$ cat src/rtl/dcache_port_arbiter.sv
// Single-port D-cache arbiter between the load queue and the store queue, with
// request locking, in-flight load tracking and store anti-starvation.
// Optional build macro: DCACHE_ARB_PERF_EN adds 32-bit wrapping performance counters.

package dcache_arb_pkg;
    typedef enum logic [1:0] {
        MEM_NONE  = 2'd0,
        MEM_LOAD  = 2'd1,
        MEM_STORE = 2'd2
    } mem_command_t;

    typedef enum logic [1:0] {
        MEM_BYTE   = 2'd0,
        MEM_HALF   = 2'd1,
        MEM_WORD   = 2'd2,
        MEM_DOUBLE = 2'd3
    } mem_size_t;
endpackage

module dcache_port_arbiter
    import dcache_arb_pkg::*;
#(
    parameter int LQ_SIZE         = 16,
    parameter int LQ_IDX_WIDTH    = $clog2(LQ_SIZE),
    parameter int MAX_OUTSTANDING = 4,
    parameter int STARVE_LIMIT    = 8,
    localparam int OUT_W          = $clog2(MAX_OUTSTANDING + 1)
) (
    input  logic                    clock,
    input  logic                    reset,

    input  logic                    ld_req_valid,
    input  logic [31:0]             ld_req_addr,
    input  mem_size_t               ld_req_size,
    input  logic [LQ_IDX_WIDTH-1:0] ld_req_tag,
    output logic                    ld_req_accept,

    input  logic                    st_req_valid,
    input  logic [31:0]             st_req_addr,
    input  mem_size_t               st_req_size,
    input  logic [63:0]             st_req_data,
    output logic                    st_req_accept,

    input  logic                    drain_i,
    input  logic                    squash_i,

    output logic [31:0]             dc_addr,
    output mem_command_t            dc_command,
    output mem_size_t               dc_size,
    output logic [63:0]             dc_store_data,
    output logic [LQ_IDX_WIDTH-1:0] dc_req_tag,
    input  logic                    dc_req_accept,
    input  logic                    dc_resp_valid,

`ifdef DCACHE_ARB_PERF_EN
    output logic [31:0]             perf_ld_grants,
    output logic [31:0]             perf_st_grants,
    output logic [31:0]             perf_conflict_cycles,
    output logic [31:0]             perf_starve_promotions,
`endif
    output logic [OUT_W-1:0]        outstanding_o
);

    localparam int STARVE_W = $clog2(STARVE_LIMIT + 1);
    localparam logic [OUT_W-1:0]    MAX_OUT    = OUT_W'(MAX_OUTSTANDING);
    localparam logic [STARVE_W-1:0] STARVE_MAX = STARVE_W'(STARVE_LIMIT);

    typedef enum logic [1:0] {
        IDLE    = 2'd0,
        LD_LOCK = 2'd1,
        ST_LOCK = 2'd2
    } state_t;

    typedef enum logic [1:0] {
        SEL_NONE = 2'd0,
        SEL_LD   = 2'd1,
        SEL_ST   = 2'd2
    } sel_t;

    state_t              state;
    state_t              state_next;
    sel_t                sel;
    logic [STARVE_W-1:0] starve_cnt;
    logic [OUT_W-1:0]    outstanding;
    logic                ld_eligible;
    logic                st_promote;

    assign ld_eligible   = ld_req_valid && (outstanding < MAX_OUT);
    assign st_promote    = st_req_valid && (drain_i || (starve_cnt == STARVE_MAX));
    assign outstanding_o = outstanding;

    // NOTE: every output of this block gets a default first, so no path leaves a latch.
    always_comb begin
        sel           = SEL_NONE;
        state_next    = IDLE;
        dc_command    = MEM_NONE;
        dc_addr       = '0;
        dc_size       = MEM_BYTE;
        dc_store_data = '0;
        dc_req_tag    = '0;

        // A locked requester keeps the port until accepted, dropped or (loads) squashed.
        unique case (state)
            IDLE: begin
                if (st_promote)        sel = SEL_ST;
                else if (ld_eligible)  sel = SEL_LD;
                else if (st_req_valid) sel = SEL_ST;
            end
            LD_LOCK: if (!squash_i && ld_eligible) sel = SEL_LD;
            ST_LOCK: if (st_req_valid) sel = SEL_ST;
            default: sel = SEL_NONE;
        endcase

        if (!reset) sel = SEL_NONE;

        unique case (sel)
            SEL_LD: begin
                state_next = dc_req_accept ? IDLE : LD_LOCK;
                dc_command = MEM_LOAD;
                dc_addr    = ld_req_addr;
                dc_size    = ld_req_size;
                dc_req_tag = ld_req_tag;
            end
            SEL_ST: begin
                state_next    = dc_req_accept ? IDLE : ST_LOCK;
                dc_command    = MEM_STORE;
                dc_addr       = st_req_addr;
                dc_size       = st_req_size;
                dc_store_data = st_req_data;
            end
            default: state_next = IDLE;
        endcase
    end

    assign ld_req_accept = (sel == SEL_LD) && dc_req_accept;
    assign st_req_accept = (sel == SEL_ST) && dc_req_accept;

    // NOTE: state registers use non-blocking assignments so every flop samples pre-edge values.
    always_ff @(posedge clock) begin
        if (!reset) begin
            state       <= IDLE;
            starve_cnt  <= '0;
            outstanding <= '0;
        end else begin
            state <= state_next;

            if (!st_req_valid || st_req_accept)
                starve_cnt <= '0;
            else if ((sel != SEL_ST) && (starve_cnt != STARVE_MAX))
                starve_cnt <= starve_cnt + 1'b1;

            if (ld_req_accept && !dc_resp_valid)
                outstanding <= outstanding + 1'b1;
            else if (!ld_req_accept && dc_resp_valid && (outstanding != '0))
                outstanding <= outstanding - 1'b1;
        end
    end

`ifdef DCACHE_ARB_PERF_EN
    logic conflict;
    logic starve_win;

    assign conflict   = ld_req_valid && st_req_valid && (sel != SEL_NONE);
    // Counted only where the starvation rule actually overrode an eligible load.
    assign starve_win = (state == IDLE) && (sel == SEL_ST) && !drain_i &&
                        (starve_cnt == STARVE_MAX) && ld_eligible;

    always_ff @(posedge clock) begin
        if (!reset) begin
            perf_ld_grants         <= '0;
            perf_st_grants         <= '0;
            perf_conflict_cycles   <= '0;
            perf_starve_promotions <= '0;
        end else begin
            if (ld_req_accept) perf_ld_grants         <= perf_ld_grants + 32'd1;
            if (st_req_accept) perf_st_grants         <= perf_st_grants + 32'd1;
            if (conflict)      perf_conflict_cycles   <= perf_conflict_cycles + 32'd1;
            if (starve_win)    perf_starve_promotions <= perf_starve_promotions + 32'd1;
        end
    end
`endif

endmodule

$ cat config.mk
export PLATFORM = sky130hd
export DESIGN_NAME = dcache_port_arbiter
export DESIGN_NICKNAME = d
export VERILOG_FILES = /design/src/rtl/dcache_port_arbiter.sv
export SDC_FILE = /design/constraint.sdc
export NUM_CORES = 1
export LEC_CHECK = 0
export CAP_MARGIN = 20
export CORE_AREA = 2 2 98 100
export CTS_CLUSTER_DIAMETER = 100
export DETAILED_ROUTE_END_ITERATION = 10
export DIE_AREA = 0 0 100 102
export GPL_TIMING_DRIVEN = 0
export PLACE_DENSITY_LB_ADDON = 0.15
export SYNTH_ARGS = -nofsm -noshare
export SYNTH_HDL_FRONTEND = slang
export SYNTH_SLANG_ARGS = --single-unit
$ cat constraint.sdc
create_clock -name clock -period 5.21 [get_ports clock]
set_clock_uncertainty 0.2 [all_clocks]
set_input_delay 0.7815 -clock clock [delete_from_list [all_inputs] [get_ports clock]]
set_output_delay 0.7815 -clock clock [all_outputs]
set_load 0.01 [all_outputs]
==> results.cfg <==
[critical_path]
r2r-start = starve_cnt[0]$_SDFFE_PP0P_
worstSetupStartpoint = reset
crit_path_end = dc_addr[22]
cpMaxStageDelayCell = clkdlybuf4s50_1
path_cells = clkdlybuf4s50_1, nand2_1, a211oi_1, ha_1, inv_1, nor2_2, buf_4, a22o_1, clkdlybuf4s50_1
path_class = in2out
crit_path_frequent_cell = clkdlybuf4s50_1
reg2regPathDepth = 12
startpoint_type = input port
r2r-end = outstanding_o[2]$_SDFFE_PN0P_
slowest_delay_ns = 0.61
crit_fanout = 10
reg2reg_slack_ns = 2.12
cp.arrival_ns = 3.61
cp.required_ns = 4.23
end_kind = output pin

[layout]
regArea_um2 = 180
instances_no_fill = 553
nets = 594
n_antenna_cell = 0
multi_input_area_um2 = 1110
fillers = 919
syn_to_final_growth_pct = 195
drive_above_1_share = 0.0249

[place]
post-dp-hpwl_mm = 7.56
placedCellCount = 549
gp_congestion = 0.774
pre_cts_slack_ns = 0.532
numPortBuffers = 252

[timing]
maxSlewHeadroom = 0.697
finalHoldViolations = 0
rsz0062_at_grt = no
hold_slack_ns = 0.319
fin_setup_tns_ns = 0
max_freq_ghz = 0.218
min_period_over_period = 0.881
drv_slew = 0
setup_viol = 0
setup_ws_ns = 0.621
tightest_slew_ns = 0.454
min_period_ns = 4.59

[logic_synthesis]
async_reset_ff_frac = 0
synth.distinct_cells = 35
syn_area_um2 = 1390
ys_ff_latch = 9
synth_edf_count = 0
synthCells = 186
synthFlopType = dfxtp_1
yosysMostFrequentCell = and2_1
synthTopCellsByArea = and2_1 31%, a22o_1 21%, dfxtp_1 13%, ha_1 5.4%, inv_1 2.2%
synth_area_leader_cell = and2_1
syn_avg_cell_area_um2 = 7.46
yosysWarnings = 0
synth_top_cell_area_share = 0.307
synth.cells.most_frequent = 68 x and2_1, 34 x a22o_1, 9 x dfxtp_1
yosysSeqAreaShare = 0.130
syn_nets = 337

[routing]
postRouteAntennaNets = 0
wl_met1_mm = 3.21
wl_met3_um = 826
wl_per_cell_um = 15.4
drc = 0
top_layer_used = met4
drt_iter0_markers = 39
vias_per_cell = 4.22
totalWireLength_mm = 8.53
dr_total_vias = 2333
wl_met2_mm = 4.40
drt-pass1-iter-count = 4

[hold_path]
holdPathStages = 2
hold_class = reg2reg

[clock_tree]
cts_tree = done
clockBufferDepth = 2
clock_latency_ns = 0.23
cts_hold_buf = 0
cts_buffers = 3
cts-resized-gates = 0
cts-root-buf = clkbuf_8
htree_num_levels = 1
path_clk_slew_ns = 0.05
postCtsSetupRepairBufs = 0
numClockSinks = 9

[global_route]
grt_usage = 0.151
grt_max_degree = 11
grt_pass1_wl_mm = 12.2
grt_pass1_vias = 2214
grt_overflow = 0
antenna_found_initial = 0

[floorplan]
core-area_um2 = 9110
start_util = 0.152
ioPinCount = 253
rows = 35
fp.dieW_um = 100
dieArea_um2 = 10200
die_height_um = 102

[power]
p_leak_nw = 1.56
total_power_mw = 0.542
p_per_area_nw_per_um2 = 132
ir_worst_vdd_v = 0.0000841

[flow_run]
maxCapViolCount = 0

[outcome]
status = complete, no violations
==> logic make-up after synthesis <==
group	count (synthesis)	share of synthesized area
DFF	9	0.130
and+or+nand+nor	98	0.438
AOI/OAI and AO/OA	48	0.279
muxes	1	0.00721
adders and majority gates	7	0.0685
buffers and inverters	22	0.0712
xor gates and xnor gates	1	0.00631
==> registers in the layout, indices dropped and copies added, names as in the netlist <==
name           cells
outstanding_o      3
state              2
starve_cnt         4
==> area by class of cell <==
| cell class | instances | area share |
|---|---|---|
| timing repair buffer | 252 | 0.616 |
| multi-input combinational | 155 | 0.271 |
| sequential | 9 | 0.0440 |
| tap | 111 | 0.0339 |
| buffer | 14 | 0.0168 |
| clock buffer | 4 | 0.0110 |
| inverter | 8 | 0.00733 |
==> metal layers <==
layer,up-vias,track usage
met2,134,0.282
met1,1023,0.177
li1,1170,-
met5,-,0
met3,6,0.0424
met4,0,0.0221
==> worst min path at each step <==
stage                                  startpoint                       endpoint  slack [ns]
CTS                    starve_cnt[2]$_SDFFE_PP0P_     starve_cnt[2]$_SDFFE_PP0P_        0.32
global route           starve_cnt[0]$_SDFFE_PP0P_     starve_cnt[0]$_SDFFE_PP0P_        0.35
finish              outstanding_o[2]$_SDFFE_PN0P_  outstanding_o[2]$_SDFFE_PN0P_        0.32
floorplan              starve_cnt[2]$_SDFFE_PP0P_     starve_cnt[2]$_SDFFE_PP0P_        0.27
detailed placement     starve_cnt[0]$_SDFFE_PP0P_     starve_cnt[0]$_SDFFE_PP0P_        0.31
global placement       starve_cnt[2]$_SDFFE_PP0P_     starve_cnt[2]$_SDFFE_PP0P_        0.30
==> critical path, delay by kind of cell <==
kind	cells	cell delay [ns]
adders and majority gates	1	0.40
buffers and inverters	4	1.57
and+or+nand+nor	2	0.40
AOI/OAI and AO/OA	2	0.46
==> cells in the final DEF (no fill, tap or decap), types with 5 or more instances in the layout <==
master,netlist,final
ha_1,6,6
nand2_1,5,5
inv_1,8,8
and2_1,68,68
clkbuf_1,7,8
a22o_1,34,34
clkdlybuf4s50_1,0,252
dfxtp_1,9,9
==> through the flow <==
| step | cell area [µm²] | utilization |
|---|---|---|
| after global routing | 4090 | 0.449 |
| after global placement | 4050 | 0.445 |
| after detailed placement | 4050 | 0.445 |
| after CTS | 4090 | 0.449 |
| after floorplan | 1390 | - |
| final | 4090 | 0.449 |
==> where the power goes <==
group / switching (mW) / internal (mW) / total, mW
clock network: 0.0260 / 0.0532 / 0.0792
registers: 0.0136 / 0.0793 / 0.0929
logic: 0.131 / 0.239 / 0.370
(Power assumes the default switching activity.)
